File: config.mk
export PLATFORM = sky130hd
export DESIGN_NAME = instruction_memory_loader
export DESIGN_NICKNAME = d
export VERILOG_FILES = /design/src/rtl/instruction_memory_loader.sv
export SDC_FILE = /design/constraint.sdc
export NUM_CORES = 1
export LEC_CHECK = 0
export ABC_AREA = 1
export CAP_MARGIN = 40
export CORE_ASPECT_RATIO = 0.6
export CORE_UTILIZATION = 53
export DETAILED_ROUTE_END_ITERATION = 12
export GPL_TIMING_DRIVEN = 0
export PLACE_DENSITY = 0.79
export REMOVE_ABC_BUFFERS = 1
export SETUP_SLACK_MARGIN = 0.02
export SYNTH_ARGS = -nofsm -noshare
export SYNTH_HDL_FRONTEND = slang
export SYNTH_SLANG_ARGS = --single-unit
File: constraint.sdc
create_clock -name i_clk -period 1.6 [get_ports i_clk]
set_input_delay 0.24 -clock i_clk [delete_from_list [all_inputs] [get_ports i_clk]]
set_output_delay 0.24 -clock i_clk [all_outputs]
set_load 0.01 [all_outputs]
File: src/rtl/instruction_memory_loader.sv
// Byte-stream loader for the instruction memory: packs big-endian bytes
// into 32-bit words and writes them at consecutive word addresses.
module instruction_memory_loader #(
    parameter int               len       = 32,
    parameter int               N_ADDR    = 10,
    parameter logic [len-1:0]   HALT_WORD = 32'hFFFFFFFF
) (
    input  logic              i_clk,
    input  logic              i_rst,
    input  logic              i_start,
    input  logic              i_rx_done,
    input  logic [7:0]        i_rx_data,
    output logic              o_wr_en,
    output logic [N_ADDR-1:0] o_wr_addr,
    output logic [len-1:0]    o_wr_data,
    output logic              o_load_done,
    output logic              o_busy,
    output logic [N_ADDR:0]   o_word_count
);

    typedef enum logic [1:0] {IDLE, COLLECT, DONE} state_t;

    state_t            state;
    state_t            state_nx;
    logic [len-1:0]    word;
    logic [1:0]        byte_cnt;
    logic              word_rdy;
    logic [N_ADDR-1:0] addr;
    logic              byte_in;
    logic              start_ok;
    logic              last_wr;

    assign byte_in  = (state == COLLECT) && i_rx_done;
    assign start_ok = i_start && (state != COLLECT);

    // Termination is judged on the word being written this cycle.
    assign last_wr  = o_wr_en &&
                      ((o_wr_data == HALT_WORD) ||
                       (o_wr_addr == {N_ADDR{1'b1}}));

    assign o_busy      = (state == COLLECT);
    assign o_load_done = (state == DONE);

    always_ff @(posedge i_clk or negedge i_rst) begin
        if (!i_rst) begin
            state <= IDLE;
        end else begin
            state <= state_nx;
        end
    end

    always_comb begin
        state_nx = state;
        unique case (state)
            IDLE:    if (i_start) state_nx = COLLECT;
            COLLECT: if (last_wr) state_nx = DONE;
            DONE:    if (i_start) state_nx = COLLECT;
            default: state_nx = IDLE;
        endcase
    end

    always_ff @(posedge i_clk or negedge i_rst) begin
        if (!i_rst) begin
            word         <= '0;
            byte_cnt     <= '0;
            word_rdy     <= 1'b0;
            addr         <= '0;
            o_wr_en      <= 1'b0;
            o_wr_addr    <= '0;
            o_wr_data    <= '0;
            o_word_count <= '0;
        end else begin
            o_wr_en <= 1'b0;
            if (start_ok) begin
                addr         <= '0;
                byte_cnt     <= '0;
                word_rdy     <= 1'b0;
                o_word_count <= '0;
            end else begin
                if (byte_in) begin
                    word     <= {word[len-9:0], i_rx_data};
                    byte_cnt <= byte_cnt + 2'd1;
                end
                word_rdy <= byte_in && (byte_cnt == 2'd3);
                // Byte shift above keeps running, so a new word can
                // start in the same cycle this one is written.
                if (word_rdy) begin
                    o_wr_en      <= 1'b1;
                    o_wr_data    <= word;
                    o_wr_addr    <= addr;
                    addr         <= addr + 1'b1;
                    o_word_count <= o_word_count + 1'b1;
                end
            end
        end
    end

endmodule

; ---- Word level (Yosys, flattened, before mapping)
; Cells that the tools add are included.
; W data, S select, Z words.
[classes]
n_addsub = 3
eq_ne = 8
n_mux = 12
bitwise_logic = 1
reduce_logical = 12
[ops]
columns = op, count
row1 = $eq A32 B32 Y1 const B, 1
row2 = $mux W11, 2
row3 = $mux W10, 2
row4 = $add A11 B1 Y11 const B, 1
row5 = $add A10 B1 Y10 const B, 1
row6 = $eq A10 B10 Y1 const B, 1
row7 = $mux W2, 4
row8 = $ne A2 B1 Y1 const B, 3
row9 = $reduce_and A2 Y1, 3
row10 = $eq A2 B2 Y1 const B, 2
row11 = $logic_and A1 B1 Y1, 4
row12 = $pmux W2 S2, 1
row13 = $reduce_bool A2 Y1, 2
row14 = $mux W1, 3
row15 = $add A2 B1 Y2 const B, 1
row16 = $eq A2 B1 Y1 const B, 1
row17 = $logic_not A2 Y1, 1
row18 = $reduce_or A2 Y1, 1
row19 = $logic_or A1 B1 Y1, 1
row20 = $not A1 Y1, 1
[word_totals]
reg_bits = 101
in_bits = 12
out_inout_bits = 56
word_cells = 45

; ---- Longest topological paths before layout
; Gate-level depths: netlist of the first run.
[logic_depth]
ltp_word = 5
depth_mapped = 9
depth_no_buf = 9

; ---- Worst setup path before layout of the first run
; OpenSTA, ideal clock, no wires.
[synth_timing]
kind = register -> register
from = register o_word_count[0]
to = register o_word_count[10]
t_arrival_ps = 1231
required_time_ps = 1483
path_slack_ps = 252
path_stages_with_launch = 9
path_buffers = 0
cell_sequence = dfrtp_1 ha_1 nand4_1 nor2_1 nand2_1 nor2_1 nand2_1 nand2_1 nor2_1
[synth_via]
elab_chain_cells = 3
[synth_rtl]
columns = item, line
row1 = from (decl), 18  ; output logic [N_ADDR:0] o_word_count
row2 = from (signal assigned), 92  ; o_word_count <= o_word_count + 1'b1;
row3 = $add A11 B1 Y11, 92
row4 = $mux W11, 87  ; if (word_rdy) begin
row5 = $mux W11, 74  ; if (start_ok) begin
; Every way passes these cells. The select of a mux whose other input is x is not followed.
; A chain may end at the register's enable or synchronous reset.

; ---- Worst setup path after layout of the first run
[layout_timing]
from = register o_word_count[3]
to = output o_word_count[3]
; No word-level cell between the ends.

==> results of run 1 <==
## path summary, 6_finish.rpt
kind	from	end	slack, ns	depth (start not counted)
worst max-delay path	o_word_count[3]	o_word_count[3]	0.04	1
worst min-delay path	i_rst	o_wr_addr[5]	0.46	2
worst max register to register	state[0]	word[31]	0.14	7
worst min register to register	word[27]	o_wr_data[27]	0.47	2
max in group asynchronous	i_rst	o_word_count[2]	0.45	3
min in group i_clk	i_start	state[0]	0.47	3
## cells in the final DEF (no fill, tap or decap), types with 6 or more instances in the layout
master / synthesis / routed
clkdlybuf4s50_1: 0 / 58
o21ai_1: 17 / 18
clkbuf_16: 0 / 9
o21ai_0: 51 / 50
nand3_1: 18 / 18
inv_1: 45 / 44
dlymetal6s2s_1: 0 / 6
buf_4: 0 / 10
nor2_1: 41 / 40
nand2_1: 141 / 140
nor3_1: 6 / 6
dfrtp_1: 101 / 99
a21oi_1: 17 / 17
## cells by family after synthesis
| logic type | after synthesis |
|---|---|
| adders and majority gates | 3 |
| buffers and inverters | 66 |
| and+or+nand+nor | 211 |
| xor gates and xnor gates | 1 |
| DFF | 101 |
| AOI/OAI and AO/OA | 89 |
## area by class of cell
class                           count  share of cell area, %
Clock buffer                       11                  4.373
Timing Repair Buffer               80                  15.66
Timing Repair inverter              1                 0.1646
Multi-Input combinational cell    304                  25.84
Inverter                           48                  3.692
Tap cell                          104                  2.445
Sequential cell                   101                  47.54
Clock inverter                      3                 0.2822
## flip-flops by register name (all words and copies together), names as in the netlist
name	cells
state	2
o_word_count	11
o_wr_en	1
word	32
o_wr_addr	10
o_wr_data	32
addr	10
byte_cnt	2
word_rdy	1
## metal layers
layer,wire length [um],vias to the layer above
met3,521,15
met1,4214,1567
li1,-,1630
met2,4169,85
met5,0,-
met4,138,0
## Yosys cell counts
library cell	instances
nand2_1	141
dfrtp_1	101
o21ai_0	51
inv_1	45
nor2_1	41
nand3_1	18
a21oi_1	17
o21ai_1	17
buf_2	8
nor3_1	6
clkbuf_1	5
buf_6	4
o21ai_2	4
ha_1	3
inv_2	3
nand4_1	2
nor2_4	2
buf_1	1
nor2_8	1
xor2_1	1
## timing repair
action,in CTS,in global routing
endpoints found under the setup margin,52,33
gates cloned,0,1
endpoints found under the hold margin,49,0
pin swaps,2,3
setup buffers,4,5
hold buffers,1,0
gates resized for setup,7,12
## where the power goes
part	internal (mW)	leakage [nW]	total, mW	switching (mW)
Combinational	1.33	1.15	2.54	1.21
Clock	1.03	0.125	1.89	0.861
Sequential	3.28	1.28	3.88	0.594
Total	5.64	2.56	8.30	2.66
## stage by stage
step / TNS (ns) / util, % / instances
after floorplan: -11.38 / - / 453
after global placement: -403.70 / 65.44 / 624
after detailed placement: -19.16 / 66.35 / 627
after CTS: 0 / 70.38 / 646
after global routing: 0 / 71.46 / 652
final: 0 / 71.46 / 652
==> flow_summary_export.csv, run 1 <==
group,metric,value,unit
outcome,outcome,"completed",
floorplan,fp.dieW,116.7,um
floorplan,rows,24,
setup_path,path_delay_family,"buffers and inverters",
logic_synthesis,yosysWarnings,0,
pwr,total_power,8.303,mW
global_routing,grt_max_degree,53,
timing,slew_viol_final,0,
finish,area_growth,27.30,%
logic_synthesis,synth_top_area_cell,"dfrtp_1",
logic_synthesis,synth_top_family_by_area,"simple AND/OR/NAND/NOR gates",
global_routing,busiest_layer,"met2",
setup_path,crit_chain,"clkdlybuf4s50_1",
logic_synthesis,synth-simple-area-share,20.53,%
drt,drc,0,
finish,n_fill_cell,600,
timing,finalCritPeriodShare,97.44,%
global_routing,grt.overflow.total,0,
logic_synthesis,syn_avg_cell_area,8.875,um^2
drt,ant_nets,0,
global_routing,use_met1,32.60,%
setup_path,path_class,"reg2out",
floorplan,ioPinCount,68,
logic_synthesis,syn_area,4180,um^2
setup_path,startpoint_type,"flop",
logic_synthesis,synth_fa_ha_area_share,0.8979,%
timing,slew_headroom,57.26,%
drt,wire_per_inst,13.87,um
placed_design,place_ws,-0.5469,ns
finish,design_area,5321,um^2
timing,rsz0062_at_grt,"no",
clock_tree,clkSinkCount,101,
clock_tree,cts_tree,"built",
drt,vias_per_cell,5.057,
logic_synthesis,ys_types,20,
logic_synthesis,netlist_instances,471,
pwr,power.density,1560,nW/um^2
logic_synthesis,synth_compound_area_share,11.01,%
clock_tree,root_buffer,"clkbuf_16",
setup_path,worstPathBufferInverterCount,1,
placed_design,hpwl,6.027,mm
logic_synthesis,synthTopCellsByArea,"dfrtp_1, nand2_1, o21ai_0",
clock_tree,clk_latency,0.34,ns
clock_tree,cts_buffer_depth,2,
logic_synthesis,synth_mux_area_share,0,%
setup_path,worstSetupEndpointType,"output pin",
timing,setup_slack,0.04088,ns
logic_synthesis,synth_top_area_share,60.46,%
timing,whs,0.4602,ns
logic_synthesis,synthXorXnorAreaFrac,0.2095,%
timing,fmax,641.4,MHz
drt,drt_iter0_drc,320,
setup_path,worstPathArrival,1.32,ns
placed_design,gp_congestion,0.8246,
placed_design,placed_cell_area,4941,um^2
finish,num_antenna_cells,0,
run,cap_viol_max_count,0,
timing,finalSetupViolations,0,
clock_tree,clk_pin_slew,0.06,ns
global_routing,grt_pass1_wl,14.35,mm
timing,finClkSkew,0.005673,ns
setup_path,cp_max_fo,4,
drt,wirelength,9.043,mm
global_routing,gr-usage-all-layers,23.14,%
setup_path,required,1.36,ns
setup_path,critical_path.max_stage_delay,0.57,ns
timing,hold_viol_final,0,
global_routing,first_global_vias,3038,
global_routing,met2_usage,35.11,%
drt,dr.pass1.iters,5,
floorplan,core-area,7447,um^2
finish,multiInputGateArea,1375,um^2
placed_design,io_buffers,67,
pwr,p_leak,2.555,nW
floorplan,die_area,8258,um^2
floorplan,fp.dieH,70.79,um
clock_tree,ctsHtreeMaxLevel,3,
drt,vias,3297,
setup_path,crit_path_top_delay_cell,"clkdlybuf4s50_1",
timing,period_needed,1.559,ns
timing,tightest_slew,0.6411,ns
finish,layout.nets,560,
finish,register_area,2530,um^2
finish,drive_above_1_share,7.482,%
global_routing,antenna_found_initial,0,
pwr,max-vdd-ir-drop,929.4,uV
floorplan,start_util,56.13,%
hold_path,hp-class,"in2async",
global_routing,grt_use_met3,7.198,%
clock_tree,numCtsBuffers,9,
logic_synthesis,seq_area_frac_synth,60.46,%
logic_synthesis,ys_ff_latch,101,
Power figures use the tool's default switching activity.
==> run 2, diff against run 1 <==
CORE_UTILIZATION = 48   (was 53)
PLACE_DENSITY = 0.76   (was 0.79)
clock period = 1.4 ns   (was 1.6 ns; I/O delays follow)
==> flow_summary_export.csv, run 2 (synthesis gave the netlist of run 1 again) <==
group,metric,value,unit
timing,finClkSkew,0.006078,ns
setup_path,reg2reg_depth,8,
setup_path,worstPathBufferInverterCount,3,
finish,postLayoutCoreUtil,72.14,%
global_routing,first_global_vias,3210,
finish,design_area,5889,um^2
floorplan,die_area,9098,um^2
drt,drc,0,
clock_tree,numCtsBuffers,9,
setup_path,critical_path.max_stage_delay,0.42,ns
floorplan,ioPinCount,68,
timing,setup_slack,-0.05869,ns
clock_tree,clk_pin_slew,0.07,ns
drt,wire_per_inst,15.98,um
clock_tree,clkSinkCount,101,
finish,layout_commonest_cell,"nand2_1",
finish,drive_above_1_share,22.03,%
timing,rsz0062_at_grt,"yes",
clock_tree,clk_latency,0.34,ns
floorplan,rows,25,
clock_tree,ctsHtreeMaxLevel,3,
finish,reg.largest.list,"o_wr_data: 32 flops, word: 32 flops, o_word_count: 11 flops",
drt,wirelength,10.87,mm
setup_path,r2r_slack,-0.06,ns
drt,dr.pass1.iters,5,
global_routing,antenna_found_initial,0,
finish,final_cell_mix,"nand2_1, dfrtp_1, dlygate4sd2_1, inv_1, o21ai_0",
global_routing,grt_max_degree,60,
placed_design,hpwl,5.976,mm
placed_design,gp_congestion,0.8127,
pwr,max-vdd-ir-drop,989.1,uV
setup_path,crit_path_start,"state[1]",
drt,vias,3587,
pwr,p_leak,2.863,nW
timing,slew_viol_final,0,
timing,hold_viol_final,0,
floorplan,start_util,51.20,%
setup_path,worstSetupEndpointType,"flop",
global_routing,grt_pass1_wl,15.58,mm
finish,layout.nets,582,
setup_path,startpoint_type,"flop",
placed_design,dp.cells,631,
floorplan,fp.dieH,74.29,um
pwr,intPower,6.849,mW
outcome,outcome,"finished, violations left",
timing,period_needed,1.459,ns
floorplan,fp.dieW,122.5,um
timing,timing.setup.tns,-1.012,ns
pwr,power_frac_clock,26.5,%
setup_path,path_delay_family,"simple AND/OR/NAND/NOR gates",
drt,drt_iter0_drc,277,
pwr,pwr-share-comb,29.7,%
outcome,violations,"negative setup slack",
timing,tightest_slew,0.5639,ns
finish,final_cells,680,
finish,area_growth,40.89,%
setup_path,path_class,"reg2reg",
pwr,power.density,1732,nW/um^2
placed_design,io_buffers,67,
setup_path,cp-endpoint,"o_wr_addr[4]",
clock_tree,root_buffer,"clkbuf_16",
pwr,seqPwrFrac,43.8,%
global_routing,gr-usage-all-layers,23.00,%
setup_path,cp_common_cell,"nor2_4",
run,cap_viol_max_count,0,
global_routing,grt.overflow.total,0,
pwr,switchingPower,3.350,mW
setup_path,crit_path_top_delay_cell,"dfrtp_1",
finish,num_antenna_cells,0,
drt,ant_nets,0,
pwr,p_sw_share,32.84,%
placed_design,place_ws,-0.7075,ns
clock_tree,cts_buffer_depth,2,
setup_path,timing.rr.start,"state[1]",
pwr,total_power,10.20,mW
clock_tree,cts_tree,"built",
timing,finalSetupViolations,41,
placed_design,placed_cell_area,4946,um^2
setup_path,crit_chain,"nor2_4 > nor2_4 > buf_12 > nor2_8 > inv_12 > clkbuf_16 > nand2_1 > o21ai_1",
setup_path,worstPathArrival,1.68,ns
timing,whs,0.3983,ns
hold_path,hp-class,"in2async",
floorplan,core-area,8164,um^2
timing,finalCritPeriodShare,104.2,%
setup_path,cp_max_fo,12,
setup_path,r2r_end,"o_wr_addr[4]",
timing,fmax,685.5,MHz
drt,vias_per_cell,5.275,
setup_path,worstSetupPathDepth,8,
timing,slew_headroom,62.41,%
setup_path,required,1.62,ns
run 2: power groups by stage:
| stage | Sequential [mW] | Clock, mW | Combinational, mW |
|---|---|---|---|
| 2_1_floorplan | 4.59 | 0 | 0.978 |
| 3_3_place_gp | 4.43 | 0 | 2.71 |
| 3_5_place_dp | 4.45 | 0 | 2.83 |
| 4_1_cts | 4.37 | 2.73 | 2.67 |
| 5_1_grt | 4.57 | 2.87 | 3.33 |
| 6_report | 4.47 | 2.70 | 3.03 |
run 2: final cells by class:
cell class                      instances  area, um^2
Clock inverter                          4       70.07
Sequential cell                       101        2532
Multi-Input combinational cell        304        1612
Tap cell                              108       135.1
Clock buffer                           12       256.5
Timing Repair Buffer                  102        1079
Timing Repair inverter                  1       8.758
Inverter                               48       196.4
Fill cell                             590        2275
run 2: worst min path at each step:
stage                     startpoint       endpoint  slack [ns]
after floorplan                i_rst        addr[0]       -0.09
after global placement      word[27]  o_wr_data[27]        0.46
after detailed placement       i_rst   o_wr_addr[7]        0.24
after CTS                      i_rst   o_wr_addr[7]        0.41
after global routing         i_start       state[0]        0.43
final                          i_rst   o_wr_addr[7]        0.40
run 2: worst reg2reg max path: cells and delay by family, from the launching register on:
family	cells	cell delay (ns)
AOI/OAI and AO/OA	1	0.06
buffers and inverters	3	0.39
DFF	1	0.42
and+or+nand+nor	4	0.47
run 2: repair_timing:
item	CTS	global route
resized for setup	82	84
setup buffers	13	11
hold buffers	1	0
endpoints found under the hold margin	42	0
setup endpoints to repair	145	79
pin swaps	5	9
gates cloned	3	5
run 2: metal layers:
layer	vias to the layer above	share of wire (%)	global-route usage [%]
li1	1694	-	-
met1	1747	45	31.85
met3	23	7.0	7.055
met5	-	0	0
met2	123	47	34.89
met4	0	1.5	7.588
==> run 3, diff against run 2 <==
clock period = 1.2 ns   (was 1.4 ns; I/O delays follow)
==> flow_summary_export.csv, run 3 (synthesis gave the netlist of run 1 again) <==
group,metric,value,unit
outcome,outcome,"finished, violations left",
outcome,violations,"negative setup slack",
setup_path,worstSetupEndpointType,"flop",
pwr,switchingPower,4.983,mW
setup_path,timing.rr.start,"o_word_count[1]",
timing,slew_headroom,71.32,%
pwr,power_frac_clock,23.2,%
timing,tightest_slew,0.4288,ns
timing,timing.setup.tns,-21.10,ns
clock_tree,ctsHtreeMaxLevel,3,
placed_design,io_buffers,67,
setup_path,worstPathArrival,1.80,ns
placed_design,hpwl,5.976,mm
timing,rsz0062_at_grt,"yes",
finish,layout_commonest_cell,"dfrtp_1",
floorplan,fp.dieH,74.29,um
setup_path,r2r_end,"o_word_count[7]",
floorplan,core-area,8164,um^2
floorplan,start_util,51.20,%
global_routing,first_global_vias,3876,
hold_path,hp-class,"in2async",
pwr,p_leak,3.182,nW
clock_tree,numCtsBuffers,9,
pwr,intPower,8.904,mW
finish,num_antenna_cells,0,
global_routing,antenna_found_initial,0,
finish,area_growth,59.89,%
setup_path,required,1.46,ns
floorplan,fp.dieW,122.5,um
global_routing,gr-usage-all-layers,29.75,%
clock_tree,clk_pin_slew,0.07,ns
clock_tree,clkSinkCount,101,
timing,setup_slack,-0.3477,ns
pwr,pwr-share-comb,38.8,%
placed_design,dp.cells,631,
clock_tree,clk_latency,0.35,ns
finish,drive_above_1_share,47.90,%
drt,ant_nets,0,
setup_path,r2r_slack,-0.35,ns
pwr,p_sw_share,35.88,%
pwr,power.density,2078,nW/um^2
finish,reg.largest.list,"o_wr_data: 32 flops, word: 32 flops, o_word_count: 11 flops",
pwr,total_power,13.89,mW
drt,vias,4198,
pwr,max-vdd-ir-drop,1184,uV
finish,final_cells,728,
drt,vias_per_cell,5.766,
clock_tree,cts_tree,"built",
finish,n_fill_cell,419,
setup_path,crit_chain,"buf_4 > buf_6 > nand3_4 > nor2_4 > nand3_2 > nor2_1 > nand2_1 > a21oi_1",
clock_tree,cts_buffer_depth,2,
setup_path,reg2reg_depth,8,
setup_path,crit_path_top_delay_cell,"dfrtp_1",
placed_design,gp_congestion,0.8127,
global_routing,grt.overflow.total,0,
clock_tree,root_buffer,"clkbuf_16",
floorplan,die_area,9098,um^2
drt,drc,0,
floorplan,ioPinCount,68,
timing,hold_viol_final,0,
run,cap_viol_max_count,0,
timing,period_needed,1.548,ns
finish,layout.nets,630,
drt,wirelength,15.21,mm
timing,finalSetupViolations,105,
setup_path,path_class,"reg2reg",
drt,wire_per_inst,20.89,um
timing,fmax,646.1,MHz
timing,finalCritPeriodShare,129.0,%
setup_path,critical_path.max_stage_delay,0.43,ns
finish,postLayoutCoreUtil,81.87,%
global_routing,grt_pass1_wl,19.80,mm
timing,finClkSkew,0.004769,ns
setup_path,cp_max_fo,4,
setup_path,startpoint_type,"flop",
placed_design,place_ws,-0.8775,ns
finish,final_cell_mix,"dfrtp_1, nand2_1, inv_1, buf_4, o21ai_2",
floorplan,rows,25,
timing,slew_viol_final,0,
drt,dr.pass1.iters,5,
drt,drt_iter0_drc,319,
pwr,seqPwrFrac,38.1,%
global_routing,grt_max_degree,60,
-- run 3: changes by cell type in the layout (fill, tap and decap cells not counted), moves of 6 or more --
cell and change:
dlygate4sd2_1 -53, nand2_1 -39, clkbuf_2 +28, nand2_4 +26
o21ai_0 -26, o21ai_2 +26, buf_4 +23, buf_6 +19
nor2_1 -14, buf_2 +13, nand2_2 +13, nor2_2 +9
clkdlybuf4s15_1 +6
-- run 3: how the worst max path moves through the flow --
stage,startpoint,end,slack [ns],depth (start not counted)
global route,o_word_count[1],o_word_count[6],-0.37,5
detailed placement,i_start,o_wr_data[14],-0.88,8
CTS,state[0],addr[2],-0.19,8
global placement,i_rst,word[2],-3.65,1
floorplan,state[1],byte_cnt[0],-0.75,4
finish,o_word_count[1],o_word_count[7],-0.35,8
-- run 3: through the flow --
step / hold slack (ns) / cell area (um^2)
finish: 0.3071 / 6684
global route: 0.3436 / 6684
CTS: 0.3835 / 6251
detailed placement: 0.2097 / 4946
global placement: 0.4590 / 4878
floorplan: -0.1156 / 4073
-- run 3: final cells by class --
| class | instances | area, um^2 | area share (%) |
|---|---|---|---|
| repair buffers | 148 | 1471 | 22.01 |
| well taps | 108 | 135.1 | 2.022 |
| multi-input cells | 305 | 2002 | 29.95 |
| clock inverters | 4 | 70.07 | 1.048 |
| inverters | 48 | 196.4 | 2.939 |
| clock buffers | 12 | 256.5 | 3.838 |
| flip-flops and latches | 101 | 2530 | 37.85 |
| repair inverters | 2 | 22.52 | 0.3370 |
-- run 3: layer usage --
metal | GRT usage [%] | up-vias | share of wire (%)
met5 | 0.5208 | - | 0
met4 | 12.47 | 0 | 3.7
met3 | 7.515 | 66 | 8.3
met2 | 46.19 | 247 | 49
met1 | 40.38 | 2086 | 39
li1 | - | 1799 | -
-- run 3: power groups by stage --
stage | clock, mW | sequential [mW] | combinational, mW
2_1_floorplan | 0 | 5.36 | 1.14
3_3_place_gp | 0 | 5.16 | 3.16
3_5_place_dp | 0 | 5.19 | 3.30
4_1_cts | 3.18 | 5.13 | 4.38
5_1_grt | 3.36 | 5.36 | 5.71
6_report | 3.22 | 5.29 | 5.38
-- run 3: what timing repair did --
action / in CTS / in global routing
setup endpoints to repair: 152 / 203
endpoints found under the hold margin: 42 / 0
hold buffers: 1 / 0
gates resized for setup: 278 / 182
cloned: 11 / 5
buffers inserted: 47 / 20
pin swaps: 16 / 18
-- run 3: worst max-delay path: cells and delay by family, from the launching register on --
kind | cells | cell delay [ns]
buf+inv | 2 | 0.25
flops | 1 | 0.43
simple gates | 5 | 0.58
compound gates | 1 | 0.19
